$ cat src/rtl/fb_scanout.sv
// ============================================================================
// fb_scanout: 640x480@60 VGA scanout of a 120x60 3-bit framebuffer, scaled and centred.
// Optional feature macro: FB_SCANOUT_BORDER_EN (white one-pixel ring around the image).
// Revision: 1.0
// ============================================================================
`default_nettype none

module fb_scanout #(
  parameter int FB_W       = 120,
  parameter int FB_H       = 60,
  parameter int SCALE_LOG2 = 2,
  parameter int X_OFF      = 80,
  parameter int Y_OFF      = 120
) (
  input  logic        clk,
  input  logic        rst,
  input  logic        pix_en,
  output logic [15:0] raddr,
  input  logic [2:0]  rdata,
  output logic        hsync,
  output logic        vsync,
  output logic [3:0]  vga_r,
  output logic [3:0]  vga_g,
  output logic [3:0]  vga_b,
  output logic        active,
  output logic        frame_start
);

  localparam int c_WIN_W = FB_W << SCALE_LOG2;
  localparam int c_WIN_H = FB_H << SCALE_LOG2;

  localparam logic [9:0] c_H_LAST = 10'd799;
  localparam logic [9:0] c_V_LAST = 10'd524;
  localparam logic [9:0] c_H_VIS  = 10'd640;
  localparam logic [9:0] c_V_VIS  = 10'd480;
  localparam logic [9:0] c_V_FS   = 10'd479;
  localparam logic [9:0] c_HS_B   = 10'd656;
  localparam logic [9:0] c_HS_E   = 10'd752;
  localparam logic [9:0] c_VS_B   = 10'd490;
  localparam logic [9:0] c_VS_E   = 10'd492;

  localparam logic [9:0]  c_X0   = 10'(X_OFF);
  localparam logic [9:0]  c_X1   = 10'(X_OFF + c_WIN_W);
  localparam logic [9:0]  c_Y0   = 10'(Y_OFF);
  localparam logic [9:0]  c_Y1   = 10'(Y_OFF + c_WIN_H);
  localparam logic [15:0] c_FB_W = 16'(FB_W);

  logic [9:0]  r_h, r_v;
  logic [15:0] r_raddr;
  logic        r_s1_win, r_s1_vis, r_s1_hs, r_s1_vs;
  logic [11:0] r_rgb;
  logic        r_active, r_hs, r_vs, r_fs;

  logic        w_in_win;
  logic [9:0]  w_dx, w_dy;
  logic [15:0] w_addr;

  assign w_in_win = (r_h >= c_X0) && (r_h < c_X1) && (r_v >= c_Y0) && (r_v < c_Y1);
  assign w_dx     = r_h - c_X0;
  assign w_dy     = r_v - c_Y0;
  // Only meaningful inside the window; the largest product stays below 2^16.
  assign w_addr   = 16'(w_dy >> SCALE_LOG2) * c_FB_W + 16'(w_dx >> SCALE_LOG2);

`ifdef FB_SCANOUT_BORDER_EN
  localparam logic [9:0] c_XB0 = 10'(X_OFF - 1);
  localparam logic [9:0] c_YB0 = 10'(Y_OFF - 1);

  logic r_s1_border;
  logic w_border;

  // Ring = extended rectangle minus the window itself.
  assign w_border = (r_h >= c_XB0) && (r_h <= c_X1) && (r_v >= c_YB0) && (r_v <= c_Y1) && !w_in_win;
`endif

  always_ff @(posedge clk) begin
    r_fs <= 1'b0;
    if (rst) begin
      r_h      <= '0;
      r_v      <= '0;
      r_raddr  <= '0;
      r_s1_win <= 1'b0;
      r_s1_vis <= 1'b0;
      r_s1_hs  <= 1'b1;
      r_s1_vs  <= 1'b1;
      r_rgb    <= '0;
      r_active <= 1'b0;
      r_hs     <= 1'b1;
      r_vs     <= 1'b1;
`ifdef FB_SCANOUT_BORDER_EN
      r_s1_border <= 1'b0;
`endif
    end else if (pix_en) begin
      if (r_h == c_H_LAST) begin
        r_h <= '0;
        r_v <= (r_v == c_V_LAST) ? 10'd0 : r_v + 10'd1;
      end else begin
        r_h <= r_h + 10'd1;
      end
      r_fs <= (r_h == c_H_LAST) && (r_v == c_V_FS);

      r_raddr  <= w_in_win ? w_addr : 16'd0;
      r_s1_win <= w_in_win;
      r_s1_vis <= (r_h < c_H_VIS) && (r_v < c_V_VIS);
      r_s1_hs  <= !((r_h >= c_HS_B) && (r_h < c_HS_E));
      r_s1_vs  <= !((r_v >= c_VS_B) && (r_v < c_VS_E));
`ifdef FB_SCANOUT_BORDER_EN
      r_s1_border <= w_border;
`endif

      // rdata is the combinational answer to r_raddr, so it belongs to stage 1's pixel.
      if (r_s1_win) begin
        r_rgb <= {{4{rdata[2]}}, {4{rdata[1]}}, {4{rdata[0]}}};
`ifdef FB_SCANOUT_BORDER_EN
      end else if (r_s1_border) begin
        r_rgb <= 12'hFFF;
`endif
      end else begin
        r_rgb <= 12'h000;
      end
`ifdef FB_SCANOUT_BORDER_EN
      r_active <= r_s1_vis || r_s1_border;
`else
      r_active <= r_s1_vis;
`endif
      r_hs <= r_s1_hs;
      r_vs <= r_s1_vs;
    end
  end

  assign raddr       = r_raddr;
  assign hsync       = r_hs;
  assign vsync       = r_vs;
  assign vga_r       = r_rgb[11:8];
  assign vga_g       = r_rgb[7:4];
  assign vga_b       = r_rgb[3:0];
  assign active      = r_active;
  assign frame_start = r_fs;

endmodule

`default_nettype wire
$ cat config.mk
export PLATFORM = sky130hd
export DESIGN_NAME = fb_scanout
export DESIGN_NICKNAME = d
export VERILOG_FILES = /design/src/rtl/fb_scanout.sv
export SDC_FILE = /design/constraint.sdc
export NUM_CORES = 1
export LEC_CHECK = 0
export BUFFER_PORTS_ARGS = -buffer_cell sky130_fd_sc_hd__buf_2
export CORE_MARGIN = 2
export CORE_UTILIZATION = 59
export CTS_BUF_LIST = sky130_fd_sc_hd__clkbuf_16
export DETAILED_ROUTE_END_ITERATION = 12
export GPL_TIMING_DRIVEN = 0
export PLACE_DENSITY = 0.8
export REMOVE_ABC_BUFFERS = 1
export SYNTH_ARGS = -nofsm -noshare
export SYNTH_HDL_FRONTEND = slang
export SYNTH_SLANG_ARGS = --single-unit
$ cat constraint.sdc
create_clock -name clk -period 5.65 [get_ports clk]
set_input_delay 0.2825 -clock clk [delete_from_list [all_inputs] [get_ports clk]]
set_output_delay 0.2825 -clock clk [all_outputs]
set_load 0.03 [all_outputs]
; After elaboration in Yosys (flattened, before gate mapping)
; Cells that the tools add are included.
[op_classes]
n_addsub = 5
n_mul = 1
div_mod_pow = 0
order_cmp = 10
eq_ne = 3
n_shift = 0
muxes = 4
bitwise = 1
reduce_logical = 11
[op_table]
columns = cell, n
row1 = $lt A10 B10 Y1 const B, 3
row2 = $lt A10 B9 Y1 const B, 3
row3 = $add A10 B1 Y10 const B, 2
row4 = $eq A10 B10 Y1 const B, 2
row5 = $ge A10 B7 Y1 const B, 2
row6 = $mux W10, 2
row7 = $sub A10 B7 Y10 const B, 2
row8 = $add A15 B8 Y16, 1
row9 = $mux W16, 1
row10 = $mul A8 B4 Y12 const B, 1
row11 = $mux W12, 1
row12 = $eq A10 B9 Y1 const B, 1
row13 = $ge A10 B10 Y1 const B, 1
row14 = $ge A10 B9 Y1 const B, 1
row15 = $logic_and A1 B1 Y1, 7
row16 = $logic_not A1 Y1, 2
row17 = $reduce_and A2 Y1, 1
row18 = $reduce_or A2 Y1, 1
row19 = $not A1 Y1, 1
[totals]
regBits = 56
latch_bits = 0
mem_bits_rw = 0
mem_bits_ro = 0
output_inout_bits = 32
memories = 0

; Logic depth before layout (Yosys ltp)
[logic_depth]
word_depth = 5
mapped_depth = 17
depth_no_buf = 16

; Worst setup path before layout
; Ideal clock, no wire load.
[synth_timing]
path_kind = flip-flop to flip-flop
start = reg r_v[4]
end = reg r_raddr[15] (netlist: raddr[15])
setup_time_ps = 70
t_arrival_ps = 4053
path_slack_ps = 1527
path_stages_with_launch = 17
n_path_buf = 1
period_less_slack_ps = 4123
cell_sequence = dfxtp_1 > buf_1 > nand3_1 > xor2_1 > xor2_1 > ha_1 > inv_1 > fa_1 > inv_1 > ha_1 > o211ai_1 > o22ai_1 > nor4bb_1 > nor2b_1 > nand2_1 > or3_1 > a21oi_1
[synth_between]
elab_chain_cells = 4
[synth_lines]
columns = item, line
row1 = "start, declared", 48  ; logic [9:0] r_h, r_v;
row2 = "start signal, assigned", 95  ; r_v <= (r_v == c_V_LAST) ? 10'd0 : r_v + 10'd1;
row3 = $sub A10 B7 Y10 / $ge A10 B7 Y1 (equally long branches), "60, 58"
row4 = $mul A8 B4 Y12 / $logic_and A1 B1 Y1 (equally long branches), "62, 58"
row5 = $add A15 B8 Y16 / $logic_and A1 B1 Y1 (equally long branches), "62, 58"
row6 = $mux W16 (*), 101  ; r_raddr <= w_in_win ? w_addr : 16'd0;
row7 = "end signal, assigned", 101
row8 = "end, declared", 49  ; logic [15:0] r_raddr;
; Mark *: on every way between the ends. The rest lies on a longest branch, timed or not.
; A chain may end at the register's enable or synchronous reset.

; Final worst setup path
; Ends and elaborated chain as after synthesis.

==> results by group <==
Critical path
  – R2R Path Start: r_v[4]$_SDFFE_PP0P_
  – WP data required: 5.86 ns
  – FF-to-FF End: raddr[15]$_SDFFE_PP0P_
  – Critical path capture point: raddr[15]$_SDFFE_PP0P_
  – CP delay by family, top: simple AND/OR/NAND/NOR gates
  – Worst setup path start: r_v[4]$_SDFFE_PP0P_
  – Worst setup SP type: flop
  – Critical-path cell list: ha_1 -> nand3_1 -> xor2_1 -> nand2b_1 -> nor2b_1 -> xor2_1 -> fa_1 -> inv_1 -> ha_1 -> inv_1 -> a2111oi_0 -> nand3b_1 -> nor4b_2 -> nand2_1 -> or3_1 -> a21oi_1
  – Worst R2R Setup Slack: 0.97 ns
  – Crit path largest cell delay: between 0.6 and 0.7 ns
  – Crit path buf inv count: 2
  – Max stage delay cell, worst path: dfxtp_1
  – Critical path fanouts, max: 14
  – Kind of critical path: flop to flop
  – WP data arrival: 4.89 ns
  – CP Depth: 16
  – Crit. End Element: flop
  – R2R depth: 16

Floorplan
  – Starting Density: 0.6175
  – Row count: 27
  – Die Width: 80.38 um
  – Ports: 38
  – Die H: 80.38 um
  – Core area: 0.005574 sq mm
  – Die Area: 0.006461 sq mm

Clock network
  – Hold_buf cts: 0
  – Clk_lat worst skew: 0.29 ns
  – CTS Root Cell: clkbuf_16
  – Post_cts resized: 0
  – Cts bufs inserted: 5
  – Max Root-Sink Buffers: 2
  – CTS tree: built
  – Clk pin slew, worst setup/hold paths: around 0.07 ns
  – Post-CTS Setup Repair Bufs: 0
  – Total clock sinks: between 40 and 50
  – CTS H-tree lvls: 2

Routing
  – DR vias/cell: 5.675
  – First-pass DRT Iterations: 5
  – Metal2 WL: 3.379 mm
  – DR vias: 2,860
  – WL met3: 253 um
  – Detailed-route wire length per cell: between 10 and 15 um
  – Wirelength, routed: 6.757 mm
  – Routed Antenna Nets: 0
  – Residual DRC count: 0
  – Initial drt markers: 113
  – Top Metal Used: met4
  – WL met1: between 3 and 4 mm

Yosys
  – Cell taking the most area after synthesis: dfxtp_1
  – Area share of the largest cell type after synthesis: 0.2734
  – Cell with the most instances after synthesis: nor2_1
  – Sequential-to-total area share from yosys stat: 0.2734
  – Synth cell types: 60
  – Mapped cell area: 0.003442 sq mm
  – Synth top cells by count: nor2_1 (49), dfxtp_1 (47), inv_1 (34), ha_1 (31), xnor2_1 (25)
  – Avg Cell Area, Syn: 8.235 sq um
  – Synth Flop Type: dfxtp_1
  – Post-synth EDFFs: 0
  – Register bit total from synthesis: 47
  – Cells after Synth: 418
  – Total number of yosys warnings: 0
  – Synth top area cells: dfxtp_1 (27%), ha_1 (11%), xnor2_1 (6.4%), nor2_1 (5.3%), xor2_1 (5.3%)
  – Async SR Flop Fraction: 0

Finish
  – P&R area growth vs syn: 7.525%
  – Share of cells above drive strength 1: 0.1181
  – Nets@finish: 474
  – Core Util, Final: 0.6640
  – Cell Count, Final, Fillers Out: 504
  – Filler cells: 482
  – Post-route cell area: between 0.003 and 0.004 sq mm
  – Diodes inserted: 0

Power and ir drop
  – Cell Pwr Density: 176.9 mW/mm^2
  – Tot Pwr: 0.6548 mW
  – P_leak: 1.625 nW
  – Peak supply drop: 0.2122 mV

Global routing
  – GRT overflow: 0
  – Pin count of the biggest net entering global routing: 33
  – GRT Total Usage: 0.2191
  – Vias in the first global route: 2,627
  – Initial antenna violation count: 0
  – First-pass GRT wire length: 11.42 mm

STA
  – Clock Skews: 0.008757 ns
  – Final min period: 4.678 ns
  – Max-slew headroom: 0.3885
  – Fin. Hold Viols: 0
  – Slew Viols, Final: 0
  – Setup TNS: 0 ns
  – Slew @ Worst Pin: about 0.91 ns
  – RSZ-0062 raised after global routing: no
  – # setup viols final: 0
  – Maximum clock rate: between 0.2 and 0.25 GHz
  – Final period utilization: 0.8280

Placement
  – Placed insts: 496
  – Cell Area, Placed: between 0.003 and 0.004 sq mm
  – Global placer's final weighted congestion: 0.8592
  – Port Buffers: 37
  – Final HPWL DP: 5.046 mm

Run status
  – Run status: finished, final reports clean

Hold path
  – Min-delay worst type: input port to flop

Job
  – # Max-Cap Violations: 0
-- how the worst min path moves through the flow --
| stage | cells after the start | endpoint | startpoint | slack [ns] |
|---|---|---|---|---|
| after floorplan | 1 | r_rgb[10]$_SDFFE_PP0P_ | rst | 0.35 |
| after global placement | 2 | raddr[15]$_SDFFE_PP0P_ | raddr[15]$_SDFFE_PP0P_ | 0.44 |
| after detailed placement | 2 | raddr[15]$_SDFFE_PP0P_ | raddr[15]$_SDFFE_PP0P_ | 0.45 |
| after CTS | 3 | r_rgb[3]$_SDFFE_PP0P_ | rdata[0] | 0.27 |
| after global routing | 3 | r_rgb[7]$_SDFFE_PP0P_ | rdata[1] | 0.27 |
| final | 3 | r_rgb[7]$_SDFFE_PP0P_ | rdata[1] | 0.27 |
-- state kept, by name (all words and copies together) (netlist names) --
| register | count |
|---|---|
| r_s1_win | 1 |
| r_v | 10 |
| r_s1_hs | 1 |
| r_rgb | 3 |
| raddr | 16 |
| active | 1 |
| r_s1_vs | 1 |
| r_s1_vis | 1 |
| hsync | 1 |
| r_h | 10 |
| vsync | 1 |
| frame_start | 1 |
-- final cells by class --
class | instances | area, sq um | area share
sequential | 47 | 940.9 | 0.2542
clock buffer | 5 | 125.1 | 0.03381
tap | 72 | 90.09 | 0.02434
inverter | 34 | 127.6 | 0.03448
timing repair buffer | 37 | 185.2 | 0.05003
multi-input combinational | 306 | 2210 | 0.5970
clock inverter | 3 | 22.52 | 0.006085
-- per-stage QoR --
stage	setup WS, ns	hold slack, ns
CTS	1.011	0.2689
global placement	1.205	0.4442
detailed placement	1.021	0.4484
floorplan	1.655	0.3516
finish	0.9720	0.2701
global route	0.5368	0.2672
-- power breakdown --
group          internal (mW)  leakage, nW  total, mW  switching [mW]
logic                0.00717         1.17     0.0238          0.0166
registers              0.334        0.380      0.336         0.00226
clock network          0.166       0.0742      0.294           0.129
-- worst register-to-register path, stage by stage, from the launching register on --
cell	delay, ns
dfxtp_1	0.66
ha_1	0.33
nand3_1	0.15
xor2_1	0.35
nand2b_1	0.15
nor2b_1	0.18
xor2_1	0.16
fa_1	0.53
inv_1	0.04
ha_1	0.44
inv_1	0.10
a2111oi_0	0.31
nand3b_1	0.24
nor4b_2	0.35
nand2_1	0.12
or3_1	0.35
a21oi_1	0.14
-- cell usage in the layout, fill, tap and decap left out, types with 2 or more instances in the layout --
cell	count
o21ai_0	15
a211o_1	2
o21a_1	2
a211oi_1	4
o22ai_1	4
a41oi_1	2
o21bai_1	3
xnor2_1	25
ha_1	31
nand3b_1	2
xor2_1	21
mux2i_1	3
a21o_1	4
nor3_1	2
nand2_1	23
and4_1	2
o21ai_1	2
nand4_1	8
or2_2	2
a31oi_1	3
a22oi_1	11
nor2b_1	9
or3_1	2
fa_1	6
buf_2	37
and3_1	3
dfxtp_1	47
nor4_1	4
nand3_1	11
a22o_1	2
o211ai_1	3
nor2_1	49
a21oi_1	18
inv_1	34
clkbuf_16	5
and2_1	2
nor3b_1	2
nand2b_1	5
-- kinds of logic after synthesis --
logic type	Yosys count	share of synthesized area
adders and majority gates	37	0.1476
DFF	47	0.2734
buffers and inverters	65	0.08469
muxes	4	0.01200
xor gates and xnor gates	46	0.1170
AOI/OAI and AO/OA	84	0.1618
and+or+nand+nor	135	0.2036
-- layer usage --
metal	GRT usage	vias up
li1	-	1454
met1	0.2774	1355
met2	0.3908	47
met3	0.03596	4
met4	0.04576	0
met5	0	-
Note: power is estimated with default switching activity, not from simulation.
